<file path="src/rtl/serial_frame_pkg.sv">
// serial_frame_pkg: frame state encoding, line levels and counter sizing shared by tx and rx
package serial_frame_pkg;
  typedef enum logic [2:0] {IDLE, START, DATA, PARITY, STOP} tx_state_t;
  localparam logic LINE_IDLE = 1'b1;
  localparam logic START_LVL = 1'b0;
  localparam logic STOP_LVL = 1'b1;
  function automatic int cnt_w(input int n);
    return n > 1 ? $clog2(n) : 1;
  endfunction
endpackage

</file>
<file path="src/rtl/serial_frame_tx_bit_timer.sv">
// bit_timer: baud counter that strobes bit_end in the last clock of each serial bit
module bit_timer import serial_frame_pkg::*; #(
  parameter int CLKS_PER_BIT = 4
) (
  input  logic clk,
  input  logic rst,
  input  logic clr,
  input  logic en,
  output logic bit_end
);
  localparam int CW = cnt_w(CLKS_PER_BIT);
  localparam logic [CW-1:0] LAST = CW'(CLKS_PER_BIT - 1);
  logic [CW-1:0] cnt;
  assign bit_end = en && (cnt == LAST);
  always_ff @(posedge clk or negedge rst)
    if (!rst) cnt <= '0;
    else if (clr) cnt <= '0;
    else if (en) cnt <= bit_end ? '0 : cnt + 1'b1;
endmodule

</file>
<file path="src/rtl/serial_frame_tx.sv">
// serial_frame_tx: valid/ready word in, LSB-first start/data/parity/stop frame out on dout
module serial_frame_tx import serial_frame_pkg::*; #(
  parameter int DATA_W = 8,
  parameter int CLKS_PER_BIT = 4,
  parameter int PARITY_EN = 1,
  parameter int PARITY_ODD = 0
) (
  input  logic clk,
  input  logic rst,
  input  logic tx_valid,
  input  logic [DATA_W-1:0] tx_data,
  output logic tx_ready,
  output logic dout,
  output logic busy,
  output logic done
);
  localparam int BW = cnt_w(DATA_W);
  localparam logic [BW-1:0] LAST_BIT = BW'(DATA_W - 1);
  tx_state_t state, state_nx;
  logic [DATA_W-1:0] sr;
  logic par;
  logic [BW-1:0] bcnt;
  logic bit_end;
  logic accept;
  assign tx_ready = state == IDLE;
  assign busy = state != IDLE;
  assign accept = tx_valid && tx_ready;
  assign done = state == STOP && bit_end;
  bit_timer #(.CLKS_PER_BIT(CLKS_PER_BIT)) u_timer (
    .clk(clk),
    .rst(rst),
    .clr(state == IDLE),
    .en(busy),
    .bit_end(bit_end)
  );
  always_comb begin
    state_nx = state;
    case (state)
      IDLE:    state_nx = accept ? START : IDLE;
      START:   state_nx = bit_end ? DATA : START;
      DATA:    state_nx = (bit_end && bcnt == LAST_BIT) ? (PARITY_EN != 0 ? PARITY : STOP) : DATA;
      PARITY:  state_nx = bit_end ? STOP : PARITY;
      STOP:    state_nx = bit_end ? IDLE : STOP;
      default: state_nx = IDLE;
    endcase
  end
  always_comb begin
    dout = state == START  ? START_LVL :
           state == DATA   ? sr[0] :
           state == PARITY ? par :
           state == STOP   ? STOP_LVL : LINE_IDLE;
  end
  always_ff @(posedge clk or negedge rst)
    if (!rst) begin
      state <= IDLE;
      sr <= '0;
      par <= 1'b0;
      bcnt <= '0;
    end else begin
      state <= state_nx;
      if (accept) begin
        sr <= tx_data;
        par <= (^tx_data) ^ (PARITY_ODD != 0);
      end
      if (state == DATA && bit_end) begin
        sr <= sr >> 1;
        bcnt <= bcnt == LAST_BIT ? '0 : bcnt + 1'b1;
      end
    end
endmodule

</file>
<file path="config.mk">
export PLATFORM = sky130hd
export DESIGN_NAME = serial_frame_tx
export DESIGN_NICKNAME = d
export VERILOG_FILES = /design/src/rtl/serial_frame_pkg.sv /design/src/rtl/serial_frame_tx_bit_timer.sv /design/src/rtl/serial_frame_tx.sv
export SDC_FILE = /design/constraint.sdc
export NUM_CORES = 1
export LEC_CHECK = 0
export ABC_AREA = 1
export CORE_MARGIN = 4
export CORE_UTILIZATION = 52
export CTS_BUF_LIST = sky130_fd_sc_hd__clkbuf_16
export CTS_CLUSTER_SIZE = 14
export DETAILED_ROUTE_END_ITERATION = 16
export GPL_ROUTABILITY_DRIVEN = 0
export PLACE_DENSITY = 0.83
export SYNTH_ARGS = -nofsm -noshare
export SYNTH_HDL_FRONTEND = slang
export SYNTH_SLANG_ARGS = --single-unit
</file>
<file path="constraint.sdc">
create_clock -name clk -period 1.6 [get_ports clk]
set_input_delay 0.24 -clock clk [delete_from_list [all_inputs] [get_ports clk]]
set_output_delay 0.24 -clock clk [all_outputs]
set_load 0.02 [all_outputs]
</file>
==> run summary, run 1 <==
Max Cap Violations - 0
Top Metal Used - met4
First-pass GRT wire length - 3.53 mm
Number of synthesized register bits - 17
Power density over cell area - 985 nW/um^2
Drt wl/cell - 10.5 um
Slew HR - 80.6%
Clk_skew - 0.00365 ns
Final setup viols - 0
Share of layout cells above drive strength 1 - 15.6%
Hpwl dp - 1.50 mm
Initial antenna violation count - 0
Io pins - 15
Mean area per synthesized cell - 7.18 sq um
Root Buffer - clkbuf_16
Clk buf depth - 2
Total design power - 1280 uW
Critical Path AT - 1.35 ns
Setup ws final - 0.00846 ns
DIE AREA - 2760 sq um
RSZ-0062 raised after global routing - yes
Final Cycle Share - 99.5%
Max Slew Vio Count - 0
Max FO, Critical Path - 5
Count of cell types in the netlist - 20
TritonCTS clock tree - done
Min Tclk post-route - 1.59 ns
Row cnt - 15
YS warnings - 0
Finished Core Util - 72.2%
Placement Cell Area - 1230 sq um
Htree depth - 1
Initial DRC count - 8
DR DRC count - 0
Worst-Margin Slew - 0.287 ns
Pleak - 0.000741 uW
Grt total ovfl - 0
Fin Setup TNS - 0 ns
Total Wirelength - 2.01 mm
Worst Setup Start Kind - flip-flop
Vias - 952
Fin area - 1300 sq um
Initial Utilization - 57.4%
Synth-to-layout area growth - 25.8%
Pre-CTS WS - 0.000730 ns
Vias in the first global route - 914
HP Class - input pin to asynchronous set/reset pin
Syn Inst Count - 144
Clock Latency Late Sink - 0.24 ns
Crit Path Category - flip-flop to output pin
CP required - 1.36 ns
Ant. Diodes - 0
Met2 Wirelength - 1.01 mm
Total Routing Usage GR - 17.1%
Port Buffers - 14
Crit. End Element - output pin
Clock sink count - 17
Die Ht - 52.6 um
Drt first pass iters - 4
Outcome - finished clean
Die width - 52.6 um
Worst-path clk slew - 0.05 ns
Fmax achieved - 0.628 GHz
Core Area - 1800 sq um
VDD IR max - 0.416 mV
M1 WL - 888 um
Register area share after synthesis - 41.2%
Post-route ant nets - 0
Final nets - 182
Total CTS buffers - 3
Drt via density - 4.96
Largest net degree at the start of global routing - 18
Fin. Hold Viols - 0
Syn nets - 158
Routed wl met3 - 71 um
Synth Cell Area - 1030 sq um
-- Yosys cell counts --
cell	number	area, sq um
o21a_1	1	7.51
o21ai_2	3	26.3
ha_1	3	37.5
a21oi_1	2	10.0
o21ai_1	10	50.1
nor3_4	1	16.3
inv_1	15	56.3
buf_6	2	22.5
nand2_1	64	240
xnor2_1	1	8.76
inv_2	5	18.8
nor2_4	1	11.3
o21ai_0	4	20.0
nor3_1	2	10.0
nor2_1	4	15.0
nand3_1	3	15.0
o31ai_1	2	15.0
o311ai_0	1	8.76
nand2_2	3	18.8
dfrtp_1	17	425
-- cell families (layout without fill, tap and decap cells) --
family / count (synthesis) / after routing / synth area share, %
and+or+nand+nor: 78 / 78 / 31.6
AOI/OAI and AO/OA: 23 / 23 / 13.3
buffers and inverters: 22 / 45 / 9.44
DFF: 17 / 17 / 41.2
adders and majority gates: 3 / 3 / 3.63
xor gates and xnor gates: 1 / 1 / 0.848
-- routing by layer --
metal,track usage [%],up-vias
met5,0,-
met2,32.9,15
met4,7.23,0
met1,18.4,436
li1,-,497
met3,1.99,4
-- worst paths after layout --
path	from	to	slack, ns	cells past startpoint
setup / recovery	state[1]	tx_ready	0.008	4
hold / removal	rst	bcnt[1]	0.32	2
setup reg to reg	u_timer.cnt[0]	sr[7]	0.12	9
hold reg to reg	u_timer.cnt[0]	u_timer.cnt[0]	0.46	1
max in group asynchronous	rst	state[0]	1.09	2
min in group clk	u_timer.cnt[0]	u_timer.cnt[0]	0.46	1
-- worst max-delay path, stage by stage, from the launching register on --
cell and delay, ns:
dfrtp_1 0.41, inv_1 0.11, nand2_2 0.10, nor2_4 0.14, dlygate4sd2_1 0.35
-- report_power, final --
group,internal [uW],switching (uW)
Combinational,119,169
Sequential,483,34.3
Clock,330,145
Total,932,348
-- layout by cell type, fill, tap and decap left out, types with 3 or more instances in the layout --
cell / Yosys / routed
clkdlybuf4s50_1: 0 / 10
inv_1: 15 / 16
nor2_1: 4 / 4
inv_2: 5 / 4
o21ai_0: 4 / 4
nand2_1: 64 / 64
o21ai_1: 10 / 10
dfrtp_1: 17 / 17
buf_4: 0 / 7
nand3_1: 3 / 3
nand2_2: 3 / 3
clkbuf_16: 0 / 3
o21ai_2: 3 / 3
ha_1: 3 / 3
-- flip-flops by register name, summed over array words and instances (netlist names) --
register and flops:
bcnt 3, sr 8, u_timer.cnt 2, par 1, state 3
-- layout make-up --
| type | count | area [sq um] |
|---|---|---|
| Tap cell | 25 | 31.3 |
| Clock inverter | 1 | 3.75 |
| Timing Repair Buffer | 21 | 176 |
| Fill cell | 156 | 502 |
| Sequential cell | 17 | 425 |
| Inverter | 20 | 77.6 |
| Clock buffer | 3 | 75.1 |
| Multi-Input combinational cell | 105 | 510 |
-- what timing repair did --
action / CTS / global route
buffers inserted: 0 / 0
cloned: 0 / 0
hold buffers: 0 / 0
gates resized for setup: 6 / 7
endpoints found under the setup margin: 4 / 11
-- metrics by stage --
stage / hold WS [ns] / instances
after CTS: 0.333 / 192
final: 0.324 / 192
after detailed placement: 0.448 / 188
after floorplan: -0.0556 / 144
after global placement: 0.425 / 188
after global routing: 0.349 / 192
Note: power is estimated with default switching activity, not from simulation.
==> run 2: changes to the inputs <==
--- a/config.mk
+++ b/config.mk
@@ -7,12 +7,13 @@
 export LEC_CHECK = 0
 export ABC_AREA = 1
 export CORE_MARGIN = 4
-export CORE_UTILIZATION = 52
+export CORE_UTILIZATION = 53
 export CTS_BUF_LIST = sky130_fd_sc_hd__clkbuf_16
 export CTS_CLUSTER_SIZE = 14
 export DETAILED_ROUTE_END_ITERATION = 16
 export GPL_ROUTABILITY_DRIVEN = 0
-export PLACE_DENSITY = 0.83
+export PLACE_DENSITY = 0.84
 export SYNTH_ARGS = -nofsm -noshare
 export SYNTH_HDL_FRONTEND = slang
+export SYNTH_HIERARCHICAL = 1
 export SYNTH_SLANG_ARGS = --single-unit
==> run 2 against run 1 <==
- via count is 1.8% higher
- combinational power is 38% higher
- sequential share of layout area is 1.8 points lower
- first-iteration DRC count grew to 2.6 times the previous value
- sequential power hardly changed
- register-to-register slack hardly changed
- global-route usage is 3.2 points higher
- critical path depth is 3 higher
- largest cell class unchanged
- fmax is 4.7% higher
- largest power group unchanged
- die area is 0.29% lower
==> run summary, run 2 <==
Outcome - finished clean
Worst-Margin Slew - 0.234 ns
Mean area per synthesized cell - 7.61 sq um
Core Area - 1800 sq um
VDD IR max - 0.864 mV
Grt total ovfl - 0
DR DRC count - 0
Final nets - 184
Slew HR - 84.2%
Int Pwr - 999 uW
CP required - 1.36 ns
Sw Ratio - 29.7%
Final setup viols - 0
Sequential share of power - 36.5%
Max FO, Critical Path - 2
Vias in the first global route - 1030
Total Routing Usage GR - 20.3%
Clock Latency Late Sink - 0.25 ns
RSZ-0062 raised after global routing - no
HP Class - input pin to asynchronous set/reset pin
Pre-CTS WS - -0.0470 ns
Worst Setup Start Kind - flip-flop
Clk_skew - 0.00740 ns
Min Tclk post-route - 1.52 ns
Row cnt - 15
TritonCTS clock tree - done
Critical Path AT - 1.28 ns
Max FFs per register - 8
Post-synth ARST share - 100%
Synth-to-layout area growth - 31.1%
Largest net degree at the start of global routing - 18
Total Wirelength - 2.39 mm
Crit. End Element - output pin
Die Ht - 52.5 um
Hpwl dp - 1.86 mm
Ant. Diodes - 0
Root Buffer - clkbuf_16
Post-route ant nets - 0
Post-synth EDFFs - 0
Top post-synthesis cells by count - nand2_1, dfrtp_1, inv_1
Total CTS buffers - 3
Placement Cell Area - 1320 sq um
Final hold slack - 0.307 ns
Worst-path clk slew - 0.05 ns
Syn nets - 152
Initial antenna violation count - 0
Power density over cell area - 1030 nW/um^2
Io pins - 15
# hold bufs at CTS - 0
Initial DRC count - 21
Most frequent cells in the layout - nand2_1, dfrtp_1, inv_1
Post-synth top area share - 40.5%
Drt via density - 4.99
Finished Core Util - 76.4%
Count of cell types in the netlist - 22
Syn Inst Count - 138
Fin. Hold Viols - 0
Drt first pass iters - 4
DIE AREA - 2760 sq um
Share of layout cells above drive strength 1 - 24.9%
Pleak - 0.000766 uW
Most flops, register - sr
Top cells by area, synth - dfrtp_1, nand2_1, o211ai_2
Leading register cell type out of synthesis - dfrtp_1
Clock sink count - 17
Max Slew Vio Count - 0
Comb power frac - 27.9%
Initial Utilization - 58.3%
Htree depth - 1
Vias - 969
Max Cap Violations - 0
Regs by FF count - sr: 8 flops, bcnt: 3 flops, state: 3 flops
Setup ws final - 0.0801 ns
Port Buffers - 14
Final Cycle Share - 95.0%
Synth Cell Area - 1050 sq um
Most common cell in the synthesized netlist - nand2_1
Cell taking the most area after synthesis - dfrtp_1
Fin area - 1380 sq um
Switching pwr - 422 uW
Clk pwr share - 35.5%
Die width - 52.5 um
Setup Buffers After CTS - 0
First-pass GRT wire length - 4.09 mm
Register area share after synthesis - 40.5%
Fmax achieved - 0.658 GHz
Commonest non-fill, non-tap cell in the layout - nand2_1
Crit Path Category - flip-flop to output pin
Clk buf depth - 2
YS warnings - 6
Fin Setup TNS - 0 ns
Drt wl/cell - 12.3 um
Number of synthesized register bits - 17
==> run 2: cell count changes in the layout (fill, tap and decap cells not counted), sizes merged, moves of 2 or more <==
| cell | previous run | this run |
|---|---|---|
| o211ai | 0 | 8 |
| o21ai | 17 | 5 |
| buf | 8 | 17 |
| o31ai | 2 | 0 |
| nand2 | 67 | 63 |
| nor3 | 3 | 0 |
| nand3 | 3 | 6 |
| nand4 | 0 | 2 |
==> run 2: metal layers <==
layer	GRT usage, %	routed length (um)
met1	21.8	1030
met2	36.2	1240
met3	5.41	84
met4	9.79	35
met5	0	0
==> run 2: critical path, stage by stage, from the launching register on <==
cell and delay (ns):
dfrtp_1 0.40, nor2_2 0.15, nand2_2 0.07, nand2_1 0.07
inv_1 0.05, inv_1 0.09, nor2_2 0.05, buf_2 0.15
==> run 2: final timing paths <==
check                         to  depth (start not counted)  slack, ns  startpoint
min reg2reg                sr[3]                          2       0.49       sr[3]
min in group clk           sr[3]                          2       0.49       sr[3]
min                          par                          2       0.31         rst
max                         done                          7       0.08    state[0]
max reg2reg                sr[6]                         10       0.13    state[0]
max in group asynchronous  sr[3]                          2       1.10         rst
==> run 2: area by class of cell <==
type | count | area, sq um
multi-input cells | 98 | 528
flip-flops and latches | 17 | 425
fillers | 126 | 425
repair buffers | 29 | 233
inverters | 21 | 78.8
clock buffers | 3 | 75.1
well taps | 25 | 31.3
clock inverters | 1 | 5.00
==> run 2: stage by stage <==
stage / total power, uW / std cells
final: 1420 / 194
after floorplan: 753 / 138
after global placement: 903 / 190
after global routing: 1490 / 194
after detailed placement: 930 / 190
after CTS: 1420 / 194
==> run 2: power groups by stage <==
stage	clock network, uW	registers [uW]	logic (uW)
after detailed placement	0	524	405
after global placement	0	521	383
after floorplan	0	526	226
after global routing	528	525	439
after CTS	502	518	404
final	505	519	397
==> run 2: timing repair <==
| action | CTS | global route |
|---|---|---|
| endpoints found under the hold margin | 0 | 0 |
| pin swaps | 1 | 1 |
| gates resized for setup | 10 | 6 |
| setup endpoints to repair | 4 | 4 |
==> run 2: logic make-up (layout without fill, tap and decap cells) <==
group	after synthesis	count (layout)	synth area share [%]
AND/OR/NAND/NOR	78	78	31.6
buffers and inverters	23	54	9.65
flip-flops	17	17	40.5
AO/OA/AOI/OAI	16	16	13.8
adder cells (fa/ha/maj)	3	3	3.58
XOR/XNOR	1	1	0.834
